`config.mk`:
```
export PLATFORM = sky130hd
export DESIGN_NAME = fib_scheduler_flat
export DESIGN_NICKNAME = d
export VERILOG_FILES = /design/src/rtl/fib_pkg.sv /design/src/rtl/fib_scheduler_if.sv /design/src/rtl/fib_rr_arbiter.sv /design/src/rtl/fib_scheduler.sv /design/src/flat_wrapper.sv
export SDC_FILE = /design/constraint.sdc
export NUM_CORES = 1
export LEC_CHECK = 0
export CORE_MARGIN = 4
export CORE_UTILIZATION = 46
export CTS_CLUSTER_DIAMETER = 120
export DETAILED_ROUTE_END_ITERATION = 7
export GPL_ROUTABILITY_DRIVEN = 0
export GPL_TIMING_DRIVEN = 0
export PLACE_DENSITY = 0.81
export SLEW_MARGIN = 0
export SYNTH_ARGS = -nofsm -noshare
export SYNTH_HDL_FRONTEND = slang
export SYNTH_SLANG_ARGS = --single-unit
```
`constraint.sdc`:
```
create_clock -name clk -period 4.2 [get_ports clk]
set_clock_uncertainty 0.2 [all_clocks]
set_input_delay 0.84 -clock clk [delete_from_list [all_inputs] [get_ports clk]]
set_output_delay 0.84 -clock clk [all_outputs]
set_load 0.02 [all_outputs]
```
`src/rtl/fib_pkg.sv`:
```
// fib_pkg: widths, index limit and scheduler state encoding shared by the
// Fibonacci engine scheduler slice.
package fib_pkg;

  localparam int IDX_W       = 5;
  localparam int F_W         = 20;
  // Largest index whose Fibonacci value still fits in F_W bits
  localparam int FIB_MAX_IDX = 30;

  typedef enum logic [1:0] {
    IDLE,
    ISSUE,
    WAIT,
    RESP
  } sched_state_t;

endpackage

```
`src/rtl/fib_scheduler_if.sv`:
```
// fib_scheduler_if: requester-side bus of the scheduler. Clients drive the
// level requests and indices and receive a one-hot response pulse.
interface fib_scheduler_if
  import fib_pkg::*;
#(
  parameter int N_REQ = 4
);

  logic [N_REQ-1:0]       req;
  logic [N_REQ*IDX_W-1:0] req_idx;
  logic [N_REQ-1:0]       rsp_valid;
  logic [F_W-1:0]         rsp_f;
  logic                   rsp_err;

  modport master (
    output req,
    output req_idx,
    input  rsp_valid,
    input  rsp_f,
    input  rsp_err
  );

  modport slave (
    input  req,
    input  req_idx,
    output rsp_valid,
    output rsp_f,
    output rsp_err
  );

endinterface

```
`src/rtl/fib_rr_arbiter.sv`:
```
// fib_rr_arbiter: combinational round-robin pick of the first request at or
// after rr_ptr; the pointer register itself lives in the scheduler.
module fib_rr_arbiter #(
  parameter int N_REQ = 4
) (
  input  logic [N_REQ-1:0]         req,
  input  logic [$clog2(N_REQ)-1:0] rr_ptr,
  output logic [N_REQ-1:0]         gnt,
  output logic [$clog2(N_REQ)-1:0] gnt_id,
  output logic                     any
);

  localparam int PTR_W = $clog2(N_REQ);

  always_comb begin
    logic [PTR_W-1:0] pos;
    gnt    = '0;
    gnt_id = '0;
    any    = 1'b0;
    pos    = '0;
    for (int k = 0; k < N_REQ; k++) begin
      pos = PTR_W'((int'(rr_ptr) + k) % N_REQ);
      if (!any && req[pos]) begin
        any      = 1'b1;
        gnt[pos] = 1'b1;
        gnt_id   = pos;
      end
    end
  end

endmodule

```
`src/rtl/fib_scheduler.sv`:
```
// fib_scheduler: shares one fibonacci engine between N_REQ requesters.
// Optional macro FIB_SCHED_RANGE_CHECK_EN rejects indices above FIB_MAX_IDX.
module fib_scheduler
  import fib_pkg::*;
#(
  parameter int N_REQ = 4
) (
  input  logic             clk,
  input  logic             rst_n,
  fib_scheduler_if.slave   bus,
  output logic             busy,
  output logic             fib_start,
  output logic [IDX_W-1:0] fib_i,
  input  logic             fib_done_tick,
  input  logic [F_W-1:0]   fib_f
);

  localparam int PTR_W = $clog2(N_REQ);

  sched_state_t     state;
  logic [PTR_W-1:0] rr_ptr;
  logic [PTR_W-1:0] grant_id;
  logic [PTR_W-1:0] gnt_id;
  logic [PTR_W-1:0] next_ptr;
  logic [N_REQ-1:0] gnt;
  logic [N_REQ-1:0] gnt_q;
  logic             any;
  logic [IDX_W-1:0] idx_arr [N_REQ];
  logic [IDX_W-1:0] sel_idx;
  logic             range_err;
  logic [N_REQ-1:0] rsp_valid;
  logic [F_W-1:0]   rsp_f;
  logic             rsp_err;

  fib_rr_arbiter #(
    .N_REQ (N_REQ)
  ) u_arb (
    .req    (bus.req),
    .rr_ptr (rr_ptr),
    .gnt    (gnt),
    .gnt_id (gnt_id),
    .any    (any)
  );

  for (genvar g = 0; g < N_REQ; g++) begin : g_idx
    assign idx_arr[g] = bus.req_idx[g*IDX_W +: IDX_W];
  end

  assign sel_idx  = idx_arr[gnt_id];
  assign next_ptr = (grant_id == PTR_W'(N_REQ - 1)) ? '0 : grant_id + 1'b1;

`ifdef FIB_SCHED_RANGE_CHECK_EN
  assign range_err = (sel_idx > IDX_W'(FIB_MAX_IDX));
`else
  assign range_err = 1'b0;
`endif

  // Out-of-range grants skip the engine and answer straight from IDLE;
  // response data is held at zero outside the single RESP cycle.
  always_ff @(posedge clk or negedge rst_n) begin
    if (!rst_n) begin
      state     <= IDLE;
      rr_ptr    <= '0;
      grant_id  <= '0;
      gnt_q     <= '0;
      rsp_valid <= '0;
      rsp_f     <= '0;
      rsp_err   <= 1'b0;
      busy      <= 1'b0;
      fib_start <= 1'b0;
      fib_i     <= '0;
    end else begin
      fib_start <= 1'b0;
      fib_i     <= '0;
      unique case (state)
        IDLE: begin
          if (any) begin
            grant_id <= gnt_id;
            gnt_q    <= gnt;
            busy     <= 1'b1;
            if (range_err) begin
              state     <= RESP;
              rsp_valid <= gnt;
              rsp_err   <= 1'b1;
              rsp_f     <= '0;
            end else begin
              state     <= ISSUE;
              fib_start <= 1'b1;
              fib_i     <= sel_idx;
            end
          end
        end
        ISSUE: begin
          state <= WAIT;
        end
        WAIT: begin
          if (fib_done_tick) begin
            state     <= RESP;
            rsp_valid <= gnt_q;
            rsp_f     <= fib_f;
            rsp_err   <= 1'b0;
          end
        end
        RESP: begin
          state     <= IDLE;
          busy      <= 1'b0;
          rsp_valid <= '0;
          rsp_f     <= '0;
          rsp_err   <= 1'b0;
          rr_ptr    <= next_ptr;
        end
        default: begin
          state <= IDLE;
        end
      endcase
    end
  end

  assign bus.rsp_valid = rsp_valid;
  assign bus.rsp_f     = rsp_f;
  assign bus.rsp_err   = rsp_err;

endmodule
```
`src/flat_wrapper.sv`:
```
// flat-port wrapper written by rule: the top's interface ports become plain ports
module fib_scheduler_flat import fib_pkg::*;
#(
  parameter int N_REQ = 4
)
  (clk, rst_n, busy, fib_start, fib_i, fib_done_tick, fib_f, bus_req, bus_req_idx, bus_rsp_valid, bus_rsp_f, bus_rsp_err);
  fib_scheduler_if #(.N_REQ(N_REQ)) bus_i ();
  input  logic clk;
  input  logic rst_n;
  output logic busy;
  output logic fib_start;
  output logic [IDX_W-1:0] fib_i;
  input  logic fib_done_tick;
  input  logic [F_W-1:0] fib_f;
  input wire logic [$bits(bus_i.req)-1:0] bus_req;
  input wire logic [$bits(bus_i.req_idx)-1:0] bus_req_idx;
  output wire logic [$bits(bus_i.rsp_valid)-1:0] bus_rsp_valid;
  output wire logic [$bits(bus_i.rsp_f)-1:0] bus_rsp_f;
  output wire logic [$bits(bus_i.rsp_err)-1:0] bus_rsp_err;
  assign bus_i.req = bus_req;
  assign bus_i.req_idx = bus_req_idx;
  assign bus_rsp_valid = bus_i.rsp_valid;
  assign bus_rsp_f = bus_i.rsp_f;
  assign bus_rsp_err = bus_i.rsp_err;
  fib_scheduler #(.N_REQ(N_REQ)) u_core (.clk(clk), .rst_n(rst_n), .bus(bus_i), .busy(busy), .fib_start(fib_start), .fib_i(fib_i), .fib_done_tick(fib_done_tick), .fib_f(fib_f));
endmodule
```
### After elaboration in Yosys (flattened, before gate mapping)

Index checks and enable logic that the tools add are counted.

| storage, ports and cells | value |
|---|---|
| register bits | 42 |
| bits in latches | 0 |
| RAM bits | 0 |
| ROM bits | 0 |
| output and inout bits | 32 |
| memories kept | 0 |

| cells by class | value |
|---|---|
| add/subtract/negate cells | 4 |
| multiply operators | 0 |
| div/mod/pow operators | 0 |
| $lt $le $gt $ge | 9 |
| eq/ne operators | 6 |
| shifts and indexed selects | 0 |
| multiplexer cells | 47 |
| bitwise gates (word level) | 4 |
| reductions and logical operators | 17 |

Operators with widths:

| kind | count |
|---|---|
| 20-bit case mux with 2 select lines | 1 |
| 20-bit 2-to-1 mux | 1 |
| 4-bit 2-to-1 mux | 5 |
| 5-bit 2-to-1 mux | 4 |
| 1-bit 2-to-1 mux | 16 |
| 2-bit 2-to-1 mux | 7 |
| 2-bit by 3-bit < comparator with 1-bit output, second input constant | 4 |
| 4-bit OR | 3 |
| 5-bit binary-select mux with 2-bit select | 1 |
| 1-bit binary-select mux with 2-bit select | 4 |
| 1-bit demux with 2-bit select | 4 |
| 2-bit by 1-bit greater-or-equal comparator with 1-bit output, second input constant | 4 |
| 2-bit case mux with 4 select lines | 1 |
| 4-bit case mux with 2 select lines | 1 |
| 2-bit AND reduction | 4 |
| 1-bit logical AND | 7 |
| 2-bit equality test, second input constant | 3 |
| 2-bit by 1-bit adder with 2-bit output, second input constant | 2 |
| 2-bit adder, second input constant | 2 |
| 1-bit case mux with 2 select lines | 2 |
| 2-bit nonzero test | 2 |
| 3-bit greater-or-equal comparator, second input constant | 1 |
| 1-bit zero test | 3 |
| 2-bit NOT with 3-bit output | 1 |
| 4 further kinds | 4 |

### Logic depth before layout (Yosys ltp)

Gate-level depths: netlist of the first run.

| logic depth | value |
|---|---|
| depth after elaboration | 18 |
| mapped depth | 12 |

### By module

A second synthesis of the first run with hierarchy kept.

| unflattened totals | value |
|---|---|
| cells, all modules | 214 |
| area total of the unflattened synthesis | 2371.0 um2 |

By module, submodules not included:

| module | instances | cells each | area an instance (um2) | seq. area each (um2) |
|---|---|---|---|---|
| fib_scheduler | 1 | 169 | 1949.4 | 1026.0 |
| fib_rr_arbiter | 1 | 45 | 421.7 | 0.0 |

### Least setup slack after synthesis of the first run

Ideal clock, no wire load.

| path | value |
|---|---|
| path type | reg-to-reg |
| from | register u_core.rr_ptr[0] |
| to | register u_core.fib_i[3] |
| library setup time | 0.120 ns |
| arrival time | 2.829 ns |
| slack | 1.051 ns |
| cell stages (with the launch flop) | 13 |
| path buffers | 4 |
| period minus slack after synthesis | 3.149 ns |
| path through | dfrtp_1 buf_6 clkbuf_8 inv_1 ha_1 mux4_2 nor2b_4 buf_6 or4_4 buf_6 nand2_4 mux2_4 o211a_1 |

| between the ends | value |
|---|---|
| longest elaborated chain between the ends | 18 |
| elaborated cells on any way between the ends | 31 |
| classes of those cells | 3 x add/sub; 21 x mux; 1 x bitwise; 6 x reduce/logical |

Ends and longest elaborated chain:

| item | line | RTL |
|---|---|---|
| start, declared | fib_scheduler.sv:21 | `logic [PTR_W-1:0] rr_ptr;` |
| start signal, assigned | fib_scheduler.sv:110 | `rr_ptr <= next_ptr;` |
| parallel branches: the longest is 16 deep, another holds 2-bit by 1-bit adder with 2-bit output | - |  |
| 5-bit 2-to-1 mux * | fib_scheduler.sv:77 | `if (any) begin` |
| 5-bit 2-to-1 mux * | fib_scheduler.sv:75 | `unique case (state)` |
| end signal, assigned | fib_scheduler.sv:89 | `fib_i <= sel_idx;` |
| end, declared | fib_scheduler.sv:13 | `output logic [IDX_W-1:0] fib_i,` |

Every way passes the cells marked *. The select of a mux whose other input is x is not followed.
A chain may end at the register's enable or synchronous reset.

### Worst setup path after layout of the first run

Ends and elaborated chain as after synthesis.

==> flow_metrics.env, run 1 <==
export IMPL_route_detailed_drc=0
export IMPL_ys_warn_count=0
export IMPL_relSlewSlack=0.410
export IMPL_peakVddDrop_v=0.000347
export IMPL_grt_usage=0.182
export IMPL_holdPathStages=2
export IMPL_drt_first_pass_iters=4
export IMPL_yosys_most_used_dff="dfrtp_1"
export IMPL_drv_slew=0
export IMPL_antenna_found_initial=0
export IMPL_mostFrequentLayoutCells="76 x clkdlybuf4s50_1, 58 x nand2_1, 41 x dfrtp_1, 33 x o21ai_0, 13 x nor2_1"
export IMPL_finalSetupViolCount=0
export IMPL_drv_cap=0
export IMPL_cp_start_kind="flop"
export IMPL_grt_overflow=0
export IMPL_outcome="complete, no violations"
export IMPL_r2r_start="u_core.rr_ptr[0]$_DFFE_PN0P_"
export IMPL_cts_resized=0
export IMPL_crit_type="flop to flop"
export IMPL_drt_wl_total_um=5450
export IMPL_drt_iter0_drc=80
export IMPL_hold_viol=0
export IMPL_cts_buffer_depth=2
export IMPL_synthDistinctLibCells=41
export IMPL_cts_buffers=5
export IMPL_synth_edf_count=0
export IMPL_nNetsFinal=384
export IMPL_grt_setup_unrepaired="no"
export IMPL_post_cts_buffers=0
export IMPL_cp_arrival_ns=3.41
export IMPL_io_pin_count=79
export IMPL_grt_pass1_wl_um=9030
export IMPL_cts_hold_buf=0
export IMPL_ant_nets=0
export IMPL_endpoint_kind="flop"
export IMPL_ys_ff_latch=41
export IMPL_yosysSeqAreaShare=0.444
export IMPL_via_per_inst=5.15
export IMPL_nFillCells=396
export IMPL_tns_ns=0
export IMPL_place_area_um2=3160
export IMPL_dpl_worst_slack_ns=0.482
export IMPL_core_area_um2=4790
export IMPL_avgSynthCellArea_um2=9.58
export IMPL_vias=2024
export IMPL_max_freq_ghz=0.291
export IMPL_area_growth_pct=40.4
export IMPL_tightest_slew_ns=0.886
export IMPL_die_h_um=78.9
export IMPL_fin_crit_sh=0.818
export IMPL_worstRegToRegCells=12
export IMPL_clk_insertion_delay_late_ns=0.28
export IMPL_hpwl_um=4230
export IMPL_synth_nets=300
export IMPL_whs_endpoint="u_core.bus.rsp_f[17]$_DFFE_PN0P_"
export IMPL_dp_cells=385
export IMPL_worstHoldPathType="flop to flop"
export IMPL_cts_root_buf="clkbuf_8"
export IMPL_die_w_um=78.9
export IMPL_netlist_area_um2=2310
export IMPL_async_reset_ff_frac=1.00
export IMPL_antennaDiodeCount=0
export IMPL_r2r_end="u_core.fib_i[3]$_DFF_PN0_"
export IMPL_drive_gt1_frac=0.0920
export IMPL_grt_max_degree=42
export IMPL_io_buffers=77
export IMPL_cts_tree="yes"
export IMPL_initial_core_util=0.483
export IMPL_p_leak_nw=1.44
export IMPL_fp_row_count=25
export IMPL_clkTransAtPathRegs_ns=0.08
export IMPL_clkSinkCount=41
export IMPL_post_drt_wl_per_cell_um=13.9
export IMPL_period_minus_slack_ns=3.44
export IMPL_final_common_cell="clkdlybuf4s50_1"
export IMPL_cellPowerDensity_nw_per_um2=733
export IMPL_worstHoldStart="u_core.bus.rsp_f[17]$_DFFE_PN0P_"
export IMPL_htree_levels=2
export IMPL_fin_area_um2=3240
export IMPL_syn_inst=241
export IMPL_worstPathMaxFanout=10
export IMPL_final_instance_count_excl_fill=393
export IMPL_grt_pass1_vias=1958
export IMPL_r2r_slack_ns=0.76
export IMPL_setup_slack_ns=0.764
export IMPL_required_ns=4.17
export IMPL_dieArea_um2=6220
==> through the flow <==
stage | hold WS, ns | util | power, mW
floorplan | 0.250 | - | 1.65
global placement | 0.261 | 0.661 | 2.11
detailed placement | 0.269 | 0.660 | 2.16
CTS | 0.287 | 0.677 | 2.40
global route | 0.311 | 0.677 | 2.58
finish | 0.277 | 0.677 | 2.38
==> routing by layer <==
layer	up-vias	GRT usage	share of wire
li1	1008	-	-
met1	938	0.228	0.44
met2	72	0.317	0.48
met3	6	0.0385	0.063
met4	0	0.0515	0.012
met5	-	0	0
==> synth_stat cells, types with 3 or more instances <==
library cell / n / area [um^2]
o21ai_0: 33 / 165
a21oi_1: 5 / 25.0
mux2i_1: 11 / 110
dfrtp_1: 41 / 1030
nand2_1: 58 / 218
inv_1: 6 / 22.5
clkbuf_1: 8 / 30.0
o22ai_1: 4 / 25.0
a221oi_1: 4 / 35.0
ha_1: 12 / 150
a22o_1: 3 / 26.3
nor2_1: 13 / 48.8
mux4_2: 4 / 90.1
a22oi_1: 4 / 30.0
buf_6: 3 / 33.8
==> power by group <==
group,internal [mW],switching [mW],leakage [nW]
Clock,0.115,0.125,0.0450
Combinational,0.663,0.810,0.877
Sequential,0.567,0.0957,0.523
Total,1.35,1.03,1.44
==> sequential cells by signal (all words and copies together) (netlist names) <==
register	count
u_core.bus.rsp_f	20
u_core.bus.rsp_valid	4
u_core.busy	1
u_core.fib_i	5
u_core.fib_start	1
u_core.gnt_q	4
u_core.grant_id	2
u_core.rr_ptr	2
u_core.state	2
==> worst max path at each step <==
stage / start / to / slack (ns) / cells past startpoint
after floorplan: u_core.rr_ptr[0]$_DFFE_PN0P_ / u_core.fib_i[3]$_DFF_PN0_ / 1.05 / 12
after global placement: bus_req[3] / u_core.fib_i[3]$_DFF_PN0_ / 0.50 / 9
after detailed placement: bus_req[3] / u_core.fib_i[3]$_DFF_PN0_ / 0.48 / 9
after CTS: u_core.rr_ptr[0]$_DFFE_PN0P_ / u_core.fib_i[3]$_DFF_PN0_ / 0.76 / 12
after global routing: u_core.rr_ptr[0]$_DFFE_PN0P_ / u_core.fib_i[1]$_DFF_PN0_ / 0.59 / 10
final: u_core.rr_ptr[0]$_DFFE_PN0P_ / u_core.fib_i[3]$_DFF_PN0_ / 0.76 / 12
==> cells by family (layout without fill, tap and decap cells) <==
family / after synthesis / in the layout / synth area share
compound gates: 64 / 64 / 0.177
other cells: 1 / 1 / 0.00162
simple gates: 84 / 84 / 0.162
buf+inv: 22 / 107 / 0.0525
mux: 17 / 17 / 0.0981
flops: 41 / 41 / 0.444
fa+ha+maj: 12 / 12 / 0.0650
==> cell type report <==
class / count / area (um^2) / area share
plain buffers: 15 / 95.1 / 0.0293
clock buffers: 6 / 72.6 / 0.0224
clock inverters: 2 / 10.0 / 0.00309
inverters: 7 / 26.3 / 0.00810
multi-input cells: 178 / 1160 / 0.359
flip-flops and latches: 41 / 1030 / 0.316
well taps: 67 / 83.8 / 0.0259
repair buffers: 77 / 766 / 0.236
==> worst max-delay path, stage by stage, from the launching register on <==
cell and delay [ns]:
dfrtp_1 0.45, buf_6 0.17, clkbuf_8 0.16, inv_1 0.21, ha_1 0.34, mux4_2 0.37, nor2b_4 0.06, buf_6 0.13
or4_4 0.47, buf_6 0.15, nand2_4 0.10, mux2_4 0.30, o211a_1 0.20
No activity file was read; power rests on OpenSTA's default activity.
==> run 2: changes to the inputs <==
--- a/config.mk
+++ b/config.mk
@@ -6,12 +6,12 @@
 export NUM_CORES = 1
 export LEC_CHECK = 0
 export CORE_MARGIN = 4
-export CORE_UTILIZATION = 46
+export CORE_UTILIZATION = 41
 export CTS_CLUSTER_DIAMETER = 120
 export DETAILED_ROUTE_END_ITERATION = 7
 export GPL_ROUTABILITY_DRIVEN = 0
 export GPL_TIMING_DRIVEN = 0
-export PLACE_DENSITY = 0.81
+export PLACE_DENSITY = 0.76
 export SLEW_MARGIN = 0
 export SYNTH_ARGS = -nofsm -noshare
 export SYNTH_HDL_FRONTEND = slang
==> constraint.sdc (replaced) <==
create_clock -name clk -period 3 [get_ports clk]
set_clock_uncertainty 0.2 [all_clocks]
set_input_delay 0.6 -clock clk [delete_from_list [all_inputs] [get_ports clk]]
set_output_delay 0.6 -clock clk [all_outputs]
set_load 0.02 [all_outputs]
==> flow_metrics.env, run 2 (synthesis gave the netlist of run 1 again) <==
export IMPL_htree_levels=2
export IMPL_nFillCells=479
export IMPL_finalSetupViolCount=0
export IMPL_cp_slowest_cell="or4_4"
export IMPL_area_growth_pct=44.3
export IMPL_top_regs="u_core.bus.rsp_f x20, u_core.fib_i x5"
export IMPL_final_instance_count_excl_fill=400
export IMPL_grt_usage=0.170
export IMPL_max_freq_ghz=0.343
export IMPL_largest_reg_flops=20
export IMPL_relSlewSlack=0.525
export IMPL_die_w_um=83.1
export IMPL_r2r_slack_ns=0.08
export IMPL_antennaDiodeCount=0
export IMPL_post_drt_wl_per_cell_um=14.1
export IMPL_clkPwrFrac=0.120
export IMPL_power_frac_seq=0.266
export IMPL_period_minus_slack_ns=2.92
export IMPL_place_area_um2=3200
export IMPL_cp_endpoint="u_core.fib_i[3]$_DFF_PN0_"
export IMPL_core_area_um2=5470
export IMPL_worstHoldStart="u_core.bus.rsp_valid[3]$_DFFE_PN0P_"
export IMPL_io_pin_count=79
export IMPL_crit_type="flop to flop"
export IMPL_dieArea_um2=6900
export IMPL_drv_slew=0
export IMPL_tns_ns=0
export IMPL_startpoint="u_core.rr_ptr[0]$_DFFE_PN0P_"
export IMPL_multiInputGateArea_um2=1180
export IMPL_p_leak_nw=1.48
export IMPL_setup_slack_ns=0.0842
export IMPL_grt_overflow=0
export IMPL_drt_wl_total_um=5650
export IMPL_endpoint_kind="flop"
export IMPL_regArea_um2=1030
export IMPL_cp_start_kind="flop"
export IMPL_via_per_inst=5.17
export IMPL_fin_area_um2=3330
export IMPL_peakVddDrop_v=0.000477
export IMPL_outcome="complete, no violations"
export IMPL_cts_root_buf="clkbuf_8"
export IMPL_grt_setup_unrepaired="no"
export IMPL_cts_buffers=5
export IMPL_clkSinkCount=41
export IMPL_dp_cells=391
export IMPL_power_internal_mw=2.01
export IMPL_mostFrequentLayoutCells="72 x clkdlybuf4s50_1, 58 x nand2_1, 39 x dfrtp_1, 33 x o21ai_0, 13 x nor2_1"
export IMPL_route_detailed_drc=0
export IMPL_path_cells="buf_6, buf_8, inv_8, ha_4, mux4_2, nor2b_4, buf_6, or4_4, nand2_8, mux2_4, o211a_1"
export IMPL_cts_tree="yes"
export IMPL_clkTransAtPathRegs_ns=0.08
export IMPL_drv_cap=0
export IMPL_hpwl_um=4310
export IMPL_cp_arrival_ns=2.89
export IMPL_grt_max_degree=40
export IMPL_die_h_um=83.1
export IMPL_fp_row_count=27
export IMPL_hold_viol=0
export IMPL_cellPowerDensity_nw_per_um2=1050
export IMPL_drt_first_pass_iters=4
export IMPL_io_buffers=77
export IMPL_worstPathMaxFanout=10
export IMPL_dpl_worst_slack_ns=-0.501
export IMPL_antenna_found_initial=0
export IMPL_final_common_cell="clkdlybuf4s50_1"
export IMPL_switching_share=0.425
export IMPL_drive_gt1_frac=0.113
export IMPL_fin_hold_ws_ns=0.277
export IMPL_p_comb_frac=0.614
export IMPL_worstHoldPathType="flop to flop"
export IMPL_slowest_delay_ns=0.51
export IMPL_r2r_end="u_core.fib_i[3]$_DFF_PN0_"
export IMPL_ant_nets=0
export IMPL_clk_insertion_delay_late_ns=0.28
export IMPL_grt_pass1_vias=2004
export IMPL_nNetsFinal=387
export IMPL_drt_iter0_drc=83
export IMPL_initial_core_util=0.422
export IMPL_worstRegToRegCells=11
export IMPL_fin_crit_sh=0.972
export IMPL_crit_top_cell="buf_6"
export IMPL_grt_pass1_wl_um=9760
export IMPL_net_switching_power_mw=1.49
export IMPL_regMostFlops="u_core.bus.rsp_f"
export IMPL_cts_buffer_depth=2
export IMPL_required_ns=2.97
export IMPL_tightest_slew_ns=0.702
export IMPL_r2r_start="u_core.rr_ptr[0]$_DFFE_PN0P_"
export IMPL_vias=2066
[run 2: routing by layer]
layer  up-vias  track usage  part of all wire
met5         -            0                 0
met4         0       0.0416             0.011
met3         6       0.0456             0.069
met2        88        0.271              0.45
met1       960        0.230              0.47
li1       1012            -                 -
[run 2: timing repair]
action | in CTS | in global routing
buffers inserted | 2 | 0
endpoints found under the setup margin | 10 | 2
resized for setup | 10 | 2
hold buffers | 1 | 0
pin swaps | 0 | 1
hold endpoints to repair | 2 | 0
[run 2: power by group through the flow]
stage | logic [mW] | registers (mW) | clock network [mW]
4_1_cts | 2.17 | 0.929 | 0.433
5_1_grt | 2.36 | 0.958 | 0.462
6_report | 2.15 | 0.929 | 0.421
3_3_place_gp | 2.05 | 0.937 | 0
2_1_floorplan | 1.20 | 1.14 | 0
3_5_place_dp | 2.11 | 0.944 | 0
[run 2: worst min-delay path by stage]
| stage | endpoint | slack (ns) | cells past startpoint |
|---|---|---|---|
| finish | u_core.bus.rsp_valid[3]$_DFFE_PN0P_ | 0.28 | 2 |
| global route | u_core.bus.rsp_valid[0]$_DFFE_PN0P_ | 0.30 | 2 |
| CTS | u_core.bus.rsp_valid[3]$_DFFE_PN0P_ | 0.29 | 2 |
| detailed placement | u_core.bus.rsp_f[17]$_DFFE_PN0P_ | 0.21 | 1 |
| global placement | u_core.bus.rsp_valid[0]$_DFFE_PN0P_ | 0.26 | 2 |
| floorplan | u_core.bus.rsp_f[0]$_DFFE_PN0P_ | 0.10 | 0 |
[run 2: area by class of cell]
type	instances	area share
multi-input cells	178	0.355
flip-flops and latches	41	0.309
repair buffers	81	0.242
well taps	72	0.0270
plain buffers	14	0.0259
clock buffers	5	0.0207
clock inverters	2	0.0105
inverters	7	0.0101
[run 2: worst max-delay path: cells and delay by family (launching register included)]
family                   cells  cell delay [ns]
AND/OR/NAND/NOR              3             0.68
multiplexers                 2             0.58
buffers and inverters        4             0.50
flip-flops                   1             0.42
adder cells (fa/ha/maj)      1             0.22
AO/OA/AOI/OAI                1             0.21
[run 2: metrics by stage]
stage | power [mW] | utilization
6_report | 3.50 | 0.609
5_1_grt | 3.78 | 0.609
4_1_cts | 3.54 | 0.611
3_5_place_dp | 3.06 | 0.585
3_3_place_gp | 2.99 | 0.582
2_1_floorplan | 2.33 | -
